## src/rtl/fb_write_arbiter.sv

```systemverilog
// Frame-buffer write arbiter.
// Two pixel writers share one back-buffer write port with round-robin
// arbitration. A buffer exchange is requested by swap_req and carried out
// at the start of a fresh vertical blank. Writes are blocked while an
// exchange is pending.
module fb_write_arbiter #(
  parameter int COORD_W  = 12,
  parameter int DATA_W   = 12,
  parameter int H_ACTIVE = 320,
  parameter int V_ACTIVE = 240
) (
  input  logic               aclk,
  input  logic               aresetn,
  input  logic               vblank,
  input  logic               r0_valid,
  input  logic [COORD_W-1:0] r0_x,
  input  logic [COORD_W-1:0] r0_y,
  input  logic [DATA_W-1:0]  r0_data,
  output logic               r0_ready,
  input  logic               r1_valid,
  input  logic [COORD_W-1:0] r1_x,
  input  logic [COORD_W-1:0] r1_y,
  input  logic [DATA_W-1:0]  r1_data,
  output logic               r1_ready,
  input  logic               swap_req,
  output logic               swap_done,
  output logic               select,
  output logic               wen,
  output logic [COORD_W-1:0] wx,
  output logic [COORD_W-1:0] wy,
  output logic [DATA_W-1:0]  wdata,
  output logic [7:0]         swap_count
);

  // Swap sequencer states.
  localparam logic [1:0] RUN   = 2'd0;  // writes allowed
  localparam logic [1:0] PEND  = 2'd1;  // waiting for vblank to be low
  localparam logic [1:0] ARMED = 2'd2;  // waiting for vblank to rise
  localparam logic [1:0] SWAP  = 2'd3;  // exchange happens on exit

  localparam logic [COORD_W-1:0] X_LIM = COORD_W'(H_ACTIVE);
  localparam logic [COORD_W-1:0] Y_LIM = COORD_W'(V_ACTIVE);

  logic [1:0]         state;
  logic [1:0]         state_nxt;
  logic               last_r1;   // 1 when r1 won the most recent transfer
  logic               gnt0;
  logic               gnt1;
  logic               run;
  logic               xfer;
  logic               xfer1;
  logic [COORD_W-1:0] acc_x;
  logic [COORD_W-1:0] acc_y;
  logic [DATA_W-1:0]  acc_data;
  logic               in_range;

  // Round-robin grant: a lone requester wins; on a tie the requester that
  // did not win last time goes first.
  always_comb begin
    gnt1 = r1_valid && (!r0_valid || !last_r1);
    gnt0 = r0_valid && !gnt1;
  end

  assign run      = (state == RUN);
  assign r0_ready = run && gnt0;
  assign r1_ready = run && gnt1;

  assign xfer1 = r1_valid && r1_ready;
  assign xfer  = (r0_valid && r0_ready) || xfer1;

  // Mux the accepted pixel and decide whether it lands inside the frame.
  always_comb begin
    acc_x    = xfer1 ? r1_x    : r0_x;
    acc_y    = xfer1 ? r1_y    : r0_y;
    acc_data = xfer1 ? r1_data : r0_data;
    in_range = (acc_x < X_LIM) && (acc_y < Y_LIM);
  end

  // Next-state logic for the swap sequencer.
  always_comb begin
    // NOTE: assign a default first so every path drives state_nxt and no latch is inferred.
    state_nxt = state;
    case (state)
      RUN:     if (swap_req) state_nxt = PEND;
      PEND:    if (!vblank)  state_nxt = ARMED;
      ARMED:   if (vblank)   state_nxt = SWAP;
      SWAP:    state_nxt = RUN;
      default: state_nxt = RUN;
    endcase
  end

  // State register.
  always_ff @(posedge aclk or negedge aresetn) begin
    // NOTE: sequential state uses non-blocking assignments so all flops update together.
    if (!aresetn) state <= RUN;
    else          state <= state_nxt;
  end

  // Round-robin pointer moves only when a transfer actually completes.
  always_ff @(posedge aclk or negedge aresetn) begin
    if (!aresetn)  last_r1 <= 1'b1;  // r0 wins the first tie
    else if (xfer) last_r1 <= xfer1;
  end

  // Registered write port; coordinates and data hold while idle or clipped.
  always_ff @(posedge aclk or negedge aresetn) begin
    if (!aresetn) begin
      wen   <= 1'b0;
      wx    <= '0;
      wy    <= '0;
      wdata <= '0;
    end else begin
      wen <= xfer && in_range;
      if (xfer && in_range) begin
        wx    <= acc_x;
        wy    <= acc_y;
        wdata <= acc_data;
      end
    end
  end

  // Buffer exchange: toggle select, pulse swap_done and count on SWAP exit.
  always_ff @(posedge aclk or negedge aresetn) begin
    if (!aresetn) begin
      select     <= 1'b0;
      swap_done  <= 1'b0;
      swap_count <= 8'd0;
    end else begin
      swap_done <= (state == SWAP);
      if (state == SWAP) begin
        select     <= ~select;
        swap_count <= swap_count + 8'd1;
      end
    end
  end

endmodule

```

## config.mk

```make
export PLATFORM = sky130hd
export DESIGN_NAME = fb_write_arbiter
export DESIGN_NICKNAME = d
export VERILOG_FILES = /design/src/rtl/fb_write_arbiter.sv
export SDC_FILE = /design/constraint.sdc
export NUM_CORES = 1
export LEC_CHECK = 0
export ABC_CLOCK_PERIOD_IN_PS = 2800
export CAP_MARGIN = 5
export CELL_PAD_IN_SITES_DETAIL_PLACEMENT = 0
export CELL_PAD_IN_SITES_GLOBAL_PLACEMENT = 1
export CORE_MARGIN = 8
export CORE_UTILIZATION = 35
export DETAILED_ROUTE_END_ITERATION = 10
export DONT_BUFFER_PORTS = 1
export PLACE_DENSITY_LB_ADDON = 0.05
export SYNTH_ARGS = -nofsm -noshare
export SYNTH_HDL_FRONTEND = slang
export SYNTH_SLANG_ARGS = --single-unit
export TNS_END_PERCENT = 1
```

## constraint.sdc

```tcl
create_clock -name aclk -period 2.8 [get_ports aclk]
set_clock_uncertainty 0.1 [all_clocks]
set_input_delay 0.56 -clock aclk [delete_from_list [all_inputs] [get_ports aclk]]
set_output_delay 0.56 -clock aclk [all_outputs]
set_load 0.05 [all_outputs]
```

==> results.json <==
{
  "synth_edf_count": 0,
  "cp_slowest_stage_delay_ps": 800,
  "gr-total-overflow": 0,
  "yosys_warnings": 0,
  "drt_pass1_iterations": 3,
  "htreeDepth": 2,
  "finalHoldViolations": 0,
  "synthCells": 224,
  "rows": 31,
  "wl_per_cell_um": 19.8,
  "track_usage": 0.122,
  "die-area_um2": 10200,
  "syn_to_final_growth_pct": 8.03,
  "period_minus_slack_ps": 2520,
  "crit_path_cell_trace": "inv_1 -> ha_1 -> nor4b_2 -> nand4_1 -> nor3_2 -> nor2_2 -> mux2_4",
  "critPathRequiredTime_ps": 2890,
  "drive_above_1_share": 0.263,
  "start_kind": "register",
  "synth_most_common_cell": "nand2_1",
  "maxSlewViolCount": 0,
  "yosys.area.top_type": "dfrtp_1",
  "core_area_um2": 7140,
  "clk_pin_slew_worst_paths_ps": 90,
  "fillerInstances": 733,
  "ys_seq_area_frac": 0.493,
  "clockRootBuffer": "clkbuf_8",
  "report.power.total_uw": 2330,
  "p_leak_uw": 0.00143,
  "numPortBuffers": 0,
  "rsz0062_at_grt": "no",
  "chipWidth_um": 101,
  "critPathArrivalTime_ps": 2600,
  "grt_start_max_net_pins": 51,
  "synth.top_cells.by_count": "70 x nand2_1, 49 x dfrtp_1, 22 x mux2_4, 16 x mux2_2",
  "maxSlewHeadroom": 0.329,
  "place.gp.congestion": 0.739,
  "cp_top_family": "simple AND/OR/NAND/NOR gates",
  "clkLatencyLatePin_ps": 300,
  "cp-end-kind": "register",
  "syn_area_per_cell_um2": 11.3,
  "start_util": 0.356,
  "drt-initial-drc-count": 52,
  "max_cap_violations": 0,
  "utilization": 0.385,
  "hold_path_class": "in -> async",
  "pre_cts_ws_ps": 114,
  "syn-num-nets": 308,
  "ys.flop_type": "dfrtp_1",
  "n_antenna_cell": 0,
  "ys_ff_latch": 50,
  "nNetsFinal": 311,
  "antenna_found_initial": 0,
  "status": "finished, final reports clean",
  "path_max_fanout": 18,
  "grt_pass1_wl_um": 9830,
  "setup_tns_ps": 0,
  "setup_slack_ps": 285,
  "viasPerCell": 4.90,
  "finalSetupViolations": 0,
  "synthArstFlopShare": 1.00,
  "synth.distinct_cells": 33,
  "grt_pass1_vias": 1770,
  "fmax_mhz": 398,
  "power_per_cell_area_nw_per_um2": 848,
  "cts_buffer_depth": 2,
  "cts_setup_buffers": 0,
  "route.antenna.remaining_nets": 0,
  "die_height_um": 101,
  "period_share": 0.898,
  "holdWs_ps": 2.34,
  "routed-via-count": 1602,
  "worstMarginPinSlew_ps": 1000,
  "cts_resized": 0,
  "dp_hpwl_um": 4790,
  "numCtsBuffers": 5,
  "synth.area.top_cells": "dfrtp_1 48%, mux2_4 13%, nand2_1 10%",
  "critPathKind": "reg -> reg",
  "worst-path-buf-inv": 1,
  "netlist.area_leader.share": 0.483,
  "ioPinCount": 127,
  "synth_area_um2": 2540,
  "worst_path_max_delay_cell": "nor2_2",
  "clkSinkCount": 50,
  "drc_errors": 0,
  "vdd_drop_max_v": 0.000262,
  "cts_tree": "yes",
  "wl_um": 6490
}
==> worst paths after layout <==
path / startpoint / to / slack (ps) / cells past startpoint
max in group asynchronous: aresetn / last_r1 / 2340 / 1
setup / recovery: state[0] / wy[5] / 280 / 7
min in group aclk: r0_valid / last_r1 / 220 / 1
hold / removal: aresetn / swap_count[7] / 2 / 1
hold reg to reg: last_r1 / last_r1 / 450 / 2
setup reg to reg: state[0] / wy[5] / 280 / 7
==> worst reg2reg max path, stage by stage (launching register included) <==
cell and delay (ps):
dfrtp_1 390, inv_1 100, ha_1 280, nor4b_2 190, nand4_1 100, nor3_2 90
nor2_2 800, mux2_4 360
==> report_power, final <==
part | switching (µW) | internal (µW) | total [µW]
Combinational | 290 | 242 | 531
Clock | 240 | 267 | 507
Sequential | 450 | 838 | 1290
==> state kept, by name (all words and copies together) (netlist names) <==
| name | flops |
|---|---|
| swap_done | 1 |
| wdata | 12 |
| swap_count | 8 |
| wx | 12 |
| last_r1 | 1 |
| select | 1 |
| state | 2 |
| wy | 12 |
| wen | 1 |
==> cell families (layout without fill, tap and decap cells) <==
family	after synthesis	count (layout)	synth area share
AO/OA/AOI/OAI	7	7	0.0187
XOR/XNOR	8	8	0.0276
adder cells (fa/ha/maj)	6	6	0.0295
buffers and inverters	15	18	0.0428
flip-flops	50	50	0.493
multiplexers	39	39	0.205
AND/OR/NAND/NOR	99	100	0.184
==> per-stage QoR <==
step           cell area (µm²)  instances
2_1_floorplan             2540        224
3_3_place_gp              2600        317
3_5_place_dp              2600        317
4_1_cts                   2740        326
5_1_grt                   2750        327
6_report                  2750        327
==> routing by layer <==
layer | track usage | vias up | part of all wire
met3 | 0.0639 | 7 | 0.13
met5 | 0 | - | 0
met4 | 0.0332 | 0 | 0.010
met2 | 0.201 | 79 | 0.48
li1 | - | 749 | -
met1 | 0.135 | 767 | 0.38
==> cells in the final DEF (no fill, tap or decap), types with 2 or more instances in the layout <==
cell      instances
clkbuf_8          5
xor2_1            4
nand4_1           7
mux2_4           22
a21oi_1           2
o21ai_0           3
nand2_1          70
nor3_1            2
xnor2_1           4
inv_1             5
mux2_2           16
dfrtp_1          49
buf_4             3
and2_1            7
nor3_2            2
ha_1              6
nor2_1            3
==> layout make-up <==
class / count / area [µm²] / area share
Sequential cell: 50 / 1250 / 0.456
Clock buffer: 6 / 72.6 / 0.0264
Clock inverter: 2 / 37.5 / 0.0137
Multi-Input combinational cell: 160 / 1190 / 0.432
Inverter: 6 / 22.5 / 0.00820
Timing Repair Buffer: 4 / 50.0 / 0.0182
Tap cell: 99 / 124 / 0.0451
==> timing repair <==
action,4_1_cts,5_1_grt
endpoints found under the hold margin,50,0
endpoints found under the setup margin,0,7
hold buffers,1,0
Power figures use the tool's default switching activity.
